**config.mk**
```make
export PLATFORM = sky130hd
export DESIGN_NAME = wb_arbiter
export DESIGN_NICKNAME = d
export VERILOG_FILES = /design/src/rtl/wb_pkg.sv /design/src/rtl/sync_fifo.sv /design/src/rtl/wb_arbiter.sv
export SDC_FILE = /design/constraint.sdc
export NUM_CORES = 1
export LEC_CHECK = 0
export CORE_UTILIZATION = 35
export CTS_CLUSTER_SIZE = 10
export DETAILED_ROUTE_END_ITERATION = 12
export GPL_ROUTABILITY_DRIVEN = 0
export PLACE_DENSITY = 0.61
export SYNTH_ARGS = -nofsm -noshare
export SYNTH_HDL_FRONTEND = slang
export SYNTH_SLANG_ARGS = --single-unit
```
**constraint.sdc**
```tcl
create_clock -name clk -period 4.4 [get_ports clk]
set_clock_uncertainty 0.1 [all_clocks]
set_input_delay 0.88 -clock clk [delete_from_list [all_inputs] [get_ports clk]]
set_output_delay 0.88 -clock clk [all_outputs]
set_load 0.1 [all_outputs]
```
**src/rtl/wb_pkg.sv**
```systemverilog
// Shared types and constants for the writeback arbiter.
// Default widths match the register file (32-bit data, 5-bit address).
// md_entry_t is one queued mul/div result.
package wb_pkg;

  localparam int N_DEF = 32;
  localparam int R_DEF = 5;

  // One queued mul/div result; widths follow the default regfile geometry.
  typedef struct packed {
    logic [R_DEF-1:0] rd;
    logic [N_DEF-1:0] wd;
  } md_entry_t;

endpackage

```
**src/rtl/sync_fifo.sv**
```systemverilog
// Small synchronous FIFO with head-of-queue visibility.
// Latency: a push is visible at head on the cycle after the push edge.
// Backpressure: full is purely occupancy-based; pushes while full and pops while empty are ignored.
module sync_fifo #(
  parameter int W     = 37,
  parameter int DEPTH = 2
) (
  input  logic         clk,
  input  logic         rst_n,
  input  logic         push,
  input  logic [W-1:0] push_dat,
  input  logic         pop,
  output logic         full,
  output logic         empty,
  output logic [W-1:0] head
);

  localparam int AW = (DEPTH > 1) ? $clog2(DEPTH) : 1;
  localparam int CW = $clog2(DEPTH) + 1;

  logic [W-1:0]  r_mem [DEPTH];
  logic [AW-1:0] r_wr_ptr;
  logic [AW-1:0] r_rd_ptr;
  logic [CW-1:0] r_count;

  logic w_do_push;
  logic w_do_pop;

  assign full      = (r_count == CW'(DEPTH));
  assign empty     = (r_count == '0);
  assign head      = r_mem[r_rd_ptr];
  assign w_do_push = push && !full;
  assign w_do_pop  = pop && !empty;

  // Pointer and occupancy bookkeeping; DEPTH is a power of two so pointers wrap naturally.
  always_ff @(posedge clk or negedge rst_n) begin
    if (!rst_n) begin
      r_wr_ptr <= '0;
      r_rd_ptr <= '0;
      r_count  <= '0;
    end else begin
      if (w_do_push) r_wr_ptr <= r_wr_ptr + AW'(1);
      if (w_do_pop)  r_rd_ptr <= r_rd_ptr + AW'(1);
      case ({w_do_push, w_do_pop})
        2'b10:   r_count <= r_count + CW'(1);
        2'b01:   r_count <= r_count - CW'(1);
        default: r_count <= r_count;
      endcase
    end
  end

  // Storage array; contents are only observed while non-empty, so no reset is needed.
  always_ff @(posedge clk) begin
    if (w_do_push) r_mem[r_wr_ptr] <= push_dat;
  end

endmodule

```
**src/rtl/wb_arbiter.sv**
```systemverilog
// Regfile write-port arbiter: pipeline writeback wins, mul/div results queue and drain into idle slots.
// Latency: pipeline write is combinational same-cycle; mul/div result writes at least 1 cycle after accept.
// Backpressure: md_ready = !full from registered occupancy; continuous pipeline writes starve the queue.
module wb_arbiter
  import wb_pkg::*;
#(
  parameter int N     = N_DEF,
  parameter int R     = R_DEF,
  parameter int DEPTH = 2
) (
  input  logic              clk,
  input  logic              rst_n,
  input  logic              pipe_we,
  input  logic [R-1:0]      pipe_wa,
  input  logic [N-1:0]      pipe_wd,
  input  logic              md_issue,
  input  logic [R-1:0]      md_issue_rd,
  input  logic              md_valid,
  output logic              md_ready,
  input  logic [R-1:0]      md_rd,
  input  logic [N-1:0]      md_wd,
  output logic              we3,
  output logic [R-1:0]      wa3,
  output logic [N-1:0]      wd3,
  output logic [(2**R)-1:0] busy_mask,
  output logic              waw_err
);

  // The queued entry type is fixed to the package geometry; N and R must stay at their defaults.
  md_entry_t w_push_entry;
  md_entry_t w_head;

  logic w_full;
  logic w_empty;
  logic w_pipe_slot;
  logic w_drain;
  logic w_accept;
  logic w_push;
  logic w_waw_hit;

  logic [(2**R)-1:0] r_busy;
  logic [(2**R)-1:0] w_busy_nxt;
  logic              r_waw_err;

  assign w_pipe_slot  = pipe_we && (pipe_wa != '0);
  assign w_drain      = !w_pipe_slot && !w_empty;
  assign w_accept     = md_valid && md_ready;
  assign w_push       = w_accept && (md_rd != '0);
  assign w_push_entry = '{rd: md_rd, wd: md_wd};

  assign md_ready  = !w_full;
  assign busy_mask = r_busy;
  assign waw_err   = r_waw_err;

  sync_fifo #(
    .W     ($bits(md_entry_t)),
    .DEPTH (DEPTH)
  ) u_md_fifo (
    .clk      (clk),
    .rst_n    (rst_n),
    .push     (w_push),
    .push_dat (w_push_entry),
    .pop      (w_drain),
    .full     (w_full),
    .empty    (w_empty),
    .head     (w_head)
  );

  // Write-port mux: pipeline first, then the queue head; held quiet while in reset.
  always_comb begin
    we3 = 1'b0;
    wa3 = '0;
    wd3 = '0;
    if (w_pipe_slot) begin
      we3 = rst_n;
      wa3 = pipe_wa;
      wd3 = pipe_wd;
    end else if (!w_empty) begin
      we3 = rst_n;
      wa3 = w_head.rd;
      wd3 = w_head.wd;
    end
  end

  // Scoreboard next state: clear on drain first so a same-cycle issue to that register wins.
  always_comb begin
    w_busy_nxt = r_busy;
    if (w_drain) w_busy_nxt[w_head.rd] = 1'b0;
    if (md_issue && (md_issue_rd != '0)) w_busy_nxt[md_issue_rd] = 1'b1;
  end

  // Write-after-write protocol violations, judged against the scoreboard as it stands this cycle.
  always_comb begin
    w_waw_hit = 1'b0;
    if (w_pipe_slot && r_busy[pipe_wa]) w_waw_hit = 1'b1;
    if (md_issue && (md_issue_rd != '0) && r_busy[md_issue_rd]) w_waw_hit = 1'b1;
    if (w_push && !r_busy[md_rd]) w_waw_hit = 1'b1;
  end

  // Scoreboard and sticky error registers.
  always_ff @(posedge clk or negedge rst_n) begin
    if (!rst_n) begin
      r_busy    <= '0;
      r_waw_err <= 1'b0;
    end else begin
      r_busy <= w_busy_nxt;
      if (w_waw_hit) r_waw_err <= 1'b1;
    end
  end

endmodule

```
==> results.yml <==
cts:
  cts.sinks: 111
  cts-root-buf: "clkbuf_16"
  cts_tree: "yes"
  cts_resized: 0
  ctsHoldBuffers: 0
  clk_latency_ns: 0.35
  cts_buffers: 9
  postCtsSetupBuffers: 0
  clk_pin_slew_ns: 0.07
  cts_buffer_depth: 2
  h-tree-depth: 3
yosys:
  ys_types: 50
  synthFlopType: "edfxtp_1"
  yosys-top-cells-area: "edfxtp_1 (40%), dfrtp_1 (17%), mux2i_1 (8.3%)"
  synth_top_cell_by_area: "edfxtp_1"
  syn_inst: 454
  syn_area_um2: 5520
  synth-edff-count: 74
  avgSynthCellArea_um2: 12.2
  synth_top_area_share_pct: 40.3
  async_reset_ff_share_pct: 33.3
  syn-num-nets: 539
  yosysWarnings: 0
  ys_seq_elements: 111
  ys_seq_area_share_pct: 57.1
die:
  fp.coreArea_um2: 15300
  die_h_um: 128
  die_w_um: 128
  io_pins: 156
  die_area_um2: 16300
  start_util_pct: 36.0
  rows: 45
placement:
  dp_hpwl_um: 12100
  port_buffers: 155
  dp_cells: 809
  pre_cts_ws_ns: 0.354
  postPlaceCellArea_um2: 7800
timing:
  final.setup.worst_slack_ns: 0.331
  final.setup.tns_ns: 0
  period_needed_ns: 4.07
  timing.fmax_mhz: 246
  maxSlewHeadroom_pct: 33.6
  setup_viol: 0
  slew_violations: 0
  worstMarginPinSlew_ns: 0.993
  holdWs_ns: 0.436
  period_share_pct: 92.5
  hold_viol: 0
  rsz0062_at_grt: "false"
detailed_routing:
  first_pass_iters: 5
  drt_iter0_markers: 351
  vias: 4432
  drc: 0
  viasPerCell: 5.37
  antenna_left: 0
  routed_wl_um: 16300
  wl_per_cell_um: 19.8
grt:
  grt_pass1_vias: 4458
  track_usage_pct: 20.5
  antenna_found_initial: 0
  grt_max_degree: 38
  overflow: 0
  grt_pass1_wl_um: 25000
setup_path:
  required_ns: 3.42
  crit_top_cell: "buf_12"
  path_cells: "clkdlybuf4s50_1 -> or4_1 -> o21a_1 -> or2_4 -> buf_12 -> o21ai_1 -> buf_12"
  cp-startpoint: "pipe_wa[1]"
  worstSetupPathType: "input pin to output pin"
  worstSetupStartpointType: "input pin"
  path_max_fanout: 28
  critPathSlowestCell: "or4_1"
  end_kind: "output pin"
  slowest_delay_ns: 0.53
  r2r_start: "u_md_fifo.r_count[0]"
  cp.arrival_ns: 3.09
final_layout:
  area_growth_pct: 46.5
  postLayoutCellArea_um2: 8080
  diodes: 0
  fin_cells: 825
  fin_nets: 694
  drive_above_1_share_pct: 19.4
  fin_util_pct: 52.8
run_status:
  status: "finished clean"
pwr:
  finalPower_mw: 6.42
  leakage_nw: 2.99
  vdd_drop_max_mv: 0.559
  powerDensity_nw_per_um2: 794
run:
  maxCapViolations: 0
worst_hold_path:
  hp-start: "u_md_fifo.r_count[1]"
  hp-class: "flip-flop to flip-flop"
## path summary, 6_finish.rpt
path	endpoint	slack, ns	cells past startpoint
setup / recovery	wd3[31]	0.33	7
min in group asynchronous	busy_mask[4]	0.61	2
setup reg to reg	u_md_fifo.r_mem[1][28]	2.20	6
hold / removal	u_md_fifo.r_count[1]	0.44	1
hold reg to reg	u_md_fifo.r_count[1]	0.44	1
max in group asynchronous	u_md_fifo.r_rd_ptr	3.23	2
## layout by cell type, fill, tap and decap left out, drive strengths merged, types with 4 or more instances in the layout
cell type	synthesis	final
xnor2	4	4
clkinv	0	4
clkdlybuf4s50	0	116
nor2	8	8
nand2b	7	7
o32ai	4	4
edfxtp	74	74
o21ai	98	98
buf	6	52
nand2	60	60
clkbuf	18	10
nand3	10	10
mux2	8	8
mux2i	46	46
inv	4	6
mux4	17	17
dfrtp	37	37
nor2b	7	7
## logic make-up after synthesis
| group | Yosys count | synth area share [%] |
|---|---|---|
| muxes | 71 | 16.9 |
| buffers and inverters | 28 | 2.31 |
| AOI/OAI and AO/OA | 127 | 13.0 |
| adders and majority gates | 1 | 0.227 |
| and+or+nand+nor | 111 | 9.71 |
| xor gates and xnor gates | 5 | 0.794 |
| DFF | 111 | 57.1 |
## report_power, final
part | internal [mW] | total (mW) | switching, mW
Combinational | 1.19 | 3.89 | 2.70
Clock | 0.395 | 0.775 | 0.381
Sequential | 1.46 | 1.76 | 0.297
## registers in the layout, indices dropped and copies added, names as in the netlist
name                count
busy_mask              32
u_md_fifo.r_rd_ptr      1
u_md_fifo.r_count       2
u_md_fifo.r_wr_ptr      1
waw_err                 1
u_md_fifo.r_mem        74
## final cells by class
| class | instances | area [um^2] |
|---|---|---|
| tap | 211 | 264 |
| timing repair buffer | 168 | 2040 |
| fill | 1348 | 7230 |
| multi-input combinational | 315 | 2330 |
| clock inverter | 6 | 55.1 |
| inverter | 4 | 15.0 |
| sequential | 111 | 3150 |
| clock buffer | 10 | 229 |
## cell usage after synthesis, types with 3 or more instances
library cell,number
mux2_2,8
o21ai_0,84
dfrtp_1,37
clkbuf_1,18
o31ai_1,3
buf_6,3
a211oi_1,3
buf_1,3
xnor2_1,4
o21ai_1,14
edfxtp_1,74
a21oi_1,3
o32ai_1,4
nand3_1,10
mux4_2,17
nand2_1,60
nand2b_1,7
mux2i_1,46
nor2_1,8
nor2b_1,7
inv_1,4
## critical path: cells and delay by family
kind | cells | cell delay [ns]
simple gates | 2 | 0.86
buf+inv | 3 | 0.86
compound gates | 2 | 0.46
## metal layers
layer | part of all wire [%] | vias up | global-route usage [%]
met4 | 2.5 | 0 | 7.91
met1 | 42 | 2170 | 26.7
met2 | 50 | 184 | 33.7
met5 | 0 | - | 0
met3 | 6.3 | 34 | 4.23
li1 | - | 2044 | -
Power figures use the tool's default switching activity.
==> RTL edit (same settings) <==
Register the output `waw_err` once more, without a reset; this adds one clock of latency there. The other outputs are not delayed to match.
--- a/src/rtl/wb_arbiter.sv
+++ b/src/rtl/wb_arbiter.sv
@@ -52,3 +52,5 @@
   assign busy_mask = r_busy;
-  assign waw_err   = r_waw_err;
+  always_ff @(posedge clk) begin
+    waw_err <= r_waw_err;
+  end
 
Check against the original RTL: not equivalent (a bounded check fails within 4 cycles, from zero or initial values and one cycle with rst_n low).
==> RTL edit against the unedited design <==
Routed wire length up 0.61%; via count up 1.4%; worst hold slack worse by 0.15 ns; synthesized cell count down 1.1%; setup slack better by 0.10 ns; area after synthesis about the same; die area about the same; sequential cell count up 1; global-route usage up 0.51 points; cell area down 0.26%; total power up 0.48%.
==> RTL edit: results <==
set metrics [dict create \
    status "finished, final reports clean" \
    r2r_start "u_md_fifo.r_rd_ptr" \
    cp-endpoint "wd3[8]" \
    r2r_cells 5 \
    hold_ws_ns 0.285 \
    ff2ff_setup_slack_ns 1.52 \
    n_antenna_cell 0 \
    hpwl_um 12000 \
    ir_drop_mv 0.426 \
    wire_per_inst_um 20.1 \
    grt_pass1_vias 4564 \
    clkSinkCount 112 \
    min_to "waw_err" \
    inv_count 6 \
    crit_fanout 39 \
    dp.cells 803 \
    clkCellAreaFrac_pct 3.74 \
    grt_max_degree 40 \
    syn_nets 534 \
    pwr-share-comb_pct 58.7 \
    insertion_delay_ns 0.35 \
    signal_buffers 171 \
    grt_pass1_wl_um 25600 \
    register_area_mm2 0.00317 \
    min_period_ns 3.97 \
    syn_area_per_cell_um2 12.3 \
    synth.area.top_cells "edfxtp_1 (40%), dfrtp_1 (17%), mux2i_1 (8.2%)" \
    yosysSeqAreaShare_pct 57.5 \
    place_ws_ns 0.467 \
    clockBufferCount 9 \
    multi_input_area_mm2 0.00225 \
    final_cell_area_mm2 0.00806 \
    holdPathStages 0 \
    async_flop_share_pct 33.0 \
    powerDensity_mw_per_mm2 800 \
    leakage_nw 2.99 \
    drt_iter0_markers 366 \
    place_area_mm2 0.00776 \
    final-nonclk-buf-share_pct 25.5 \
    cp-startpoint "pipe_wa[2]" \
    multi_input_comb_cells 303 \
    postLayoutCoreUtil_pct 52.6 \
    grt.total_usage_pct 21.0 \
    switchingPower_mw 3.35 \
    nets 688 \
    synth_common_cells "o21ai_0 (75), edfxtp_1 (74), nand2_1 (51)" \
    avgViaCountPerCell 5.49 \
    vias 4496 \
    tightest_slew_ns 0.989 \
    regToRegEndpoint "busy_mask[4]" \
    power_frac_seq_pct 28.4 \
    synth_cell_types 48 \
]
[RTL edit: cell families after synthesis]
kind of cell,Yosys count,share of synthesized area (%)
AND/OR/NAND/NOR,102,8.96
buffers and inverters,34,2.50
flip-flops,112,57.5
XOR/XNOR,5,0.794
adder cells (fa/ha/maj),1,0.227
AO/OA/AOI/OAI,126,12.9
multiplexers,69,17.2
[RTL edit: critical path, cell delays in order]
cell	delay (ns)
clkdlybuf4s50_1	0.42
or2_1	0.29
o41ai_1	0.36
nand2_1	0.09
buf_4	0.26
o21ai_0	0.40
buf_12	0.23
[RTL edit: metal layers]
metal / vias up / share of wire, % / routed length [um] / GRT usage (%)
li1: 2012 / - / - / -
met1: 2212 / 43 / 7040 / 28.5
met2: 249 / 47 / 7790 / 33.5
met3: 23 / 8.1 / 1330 / 4.77
met4: 0 / 1.7 / 281 / 6.65
met5: - / 0 / 0 / 0
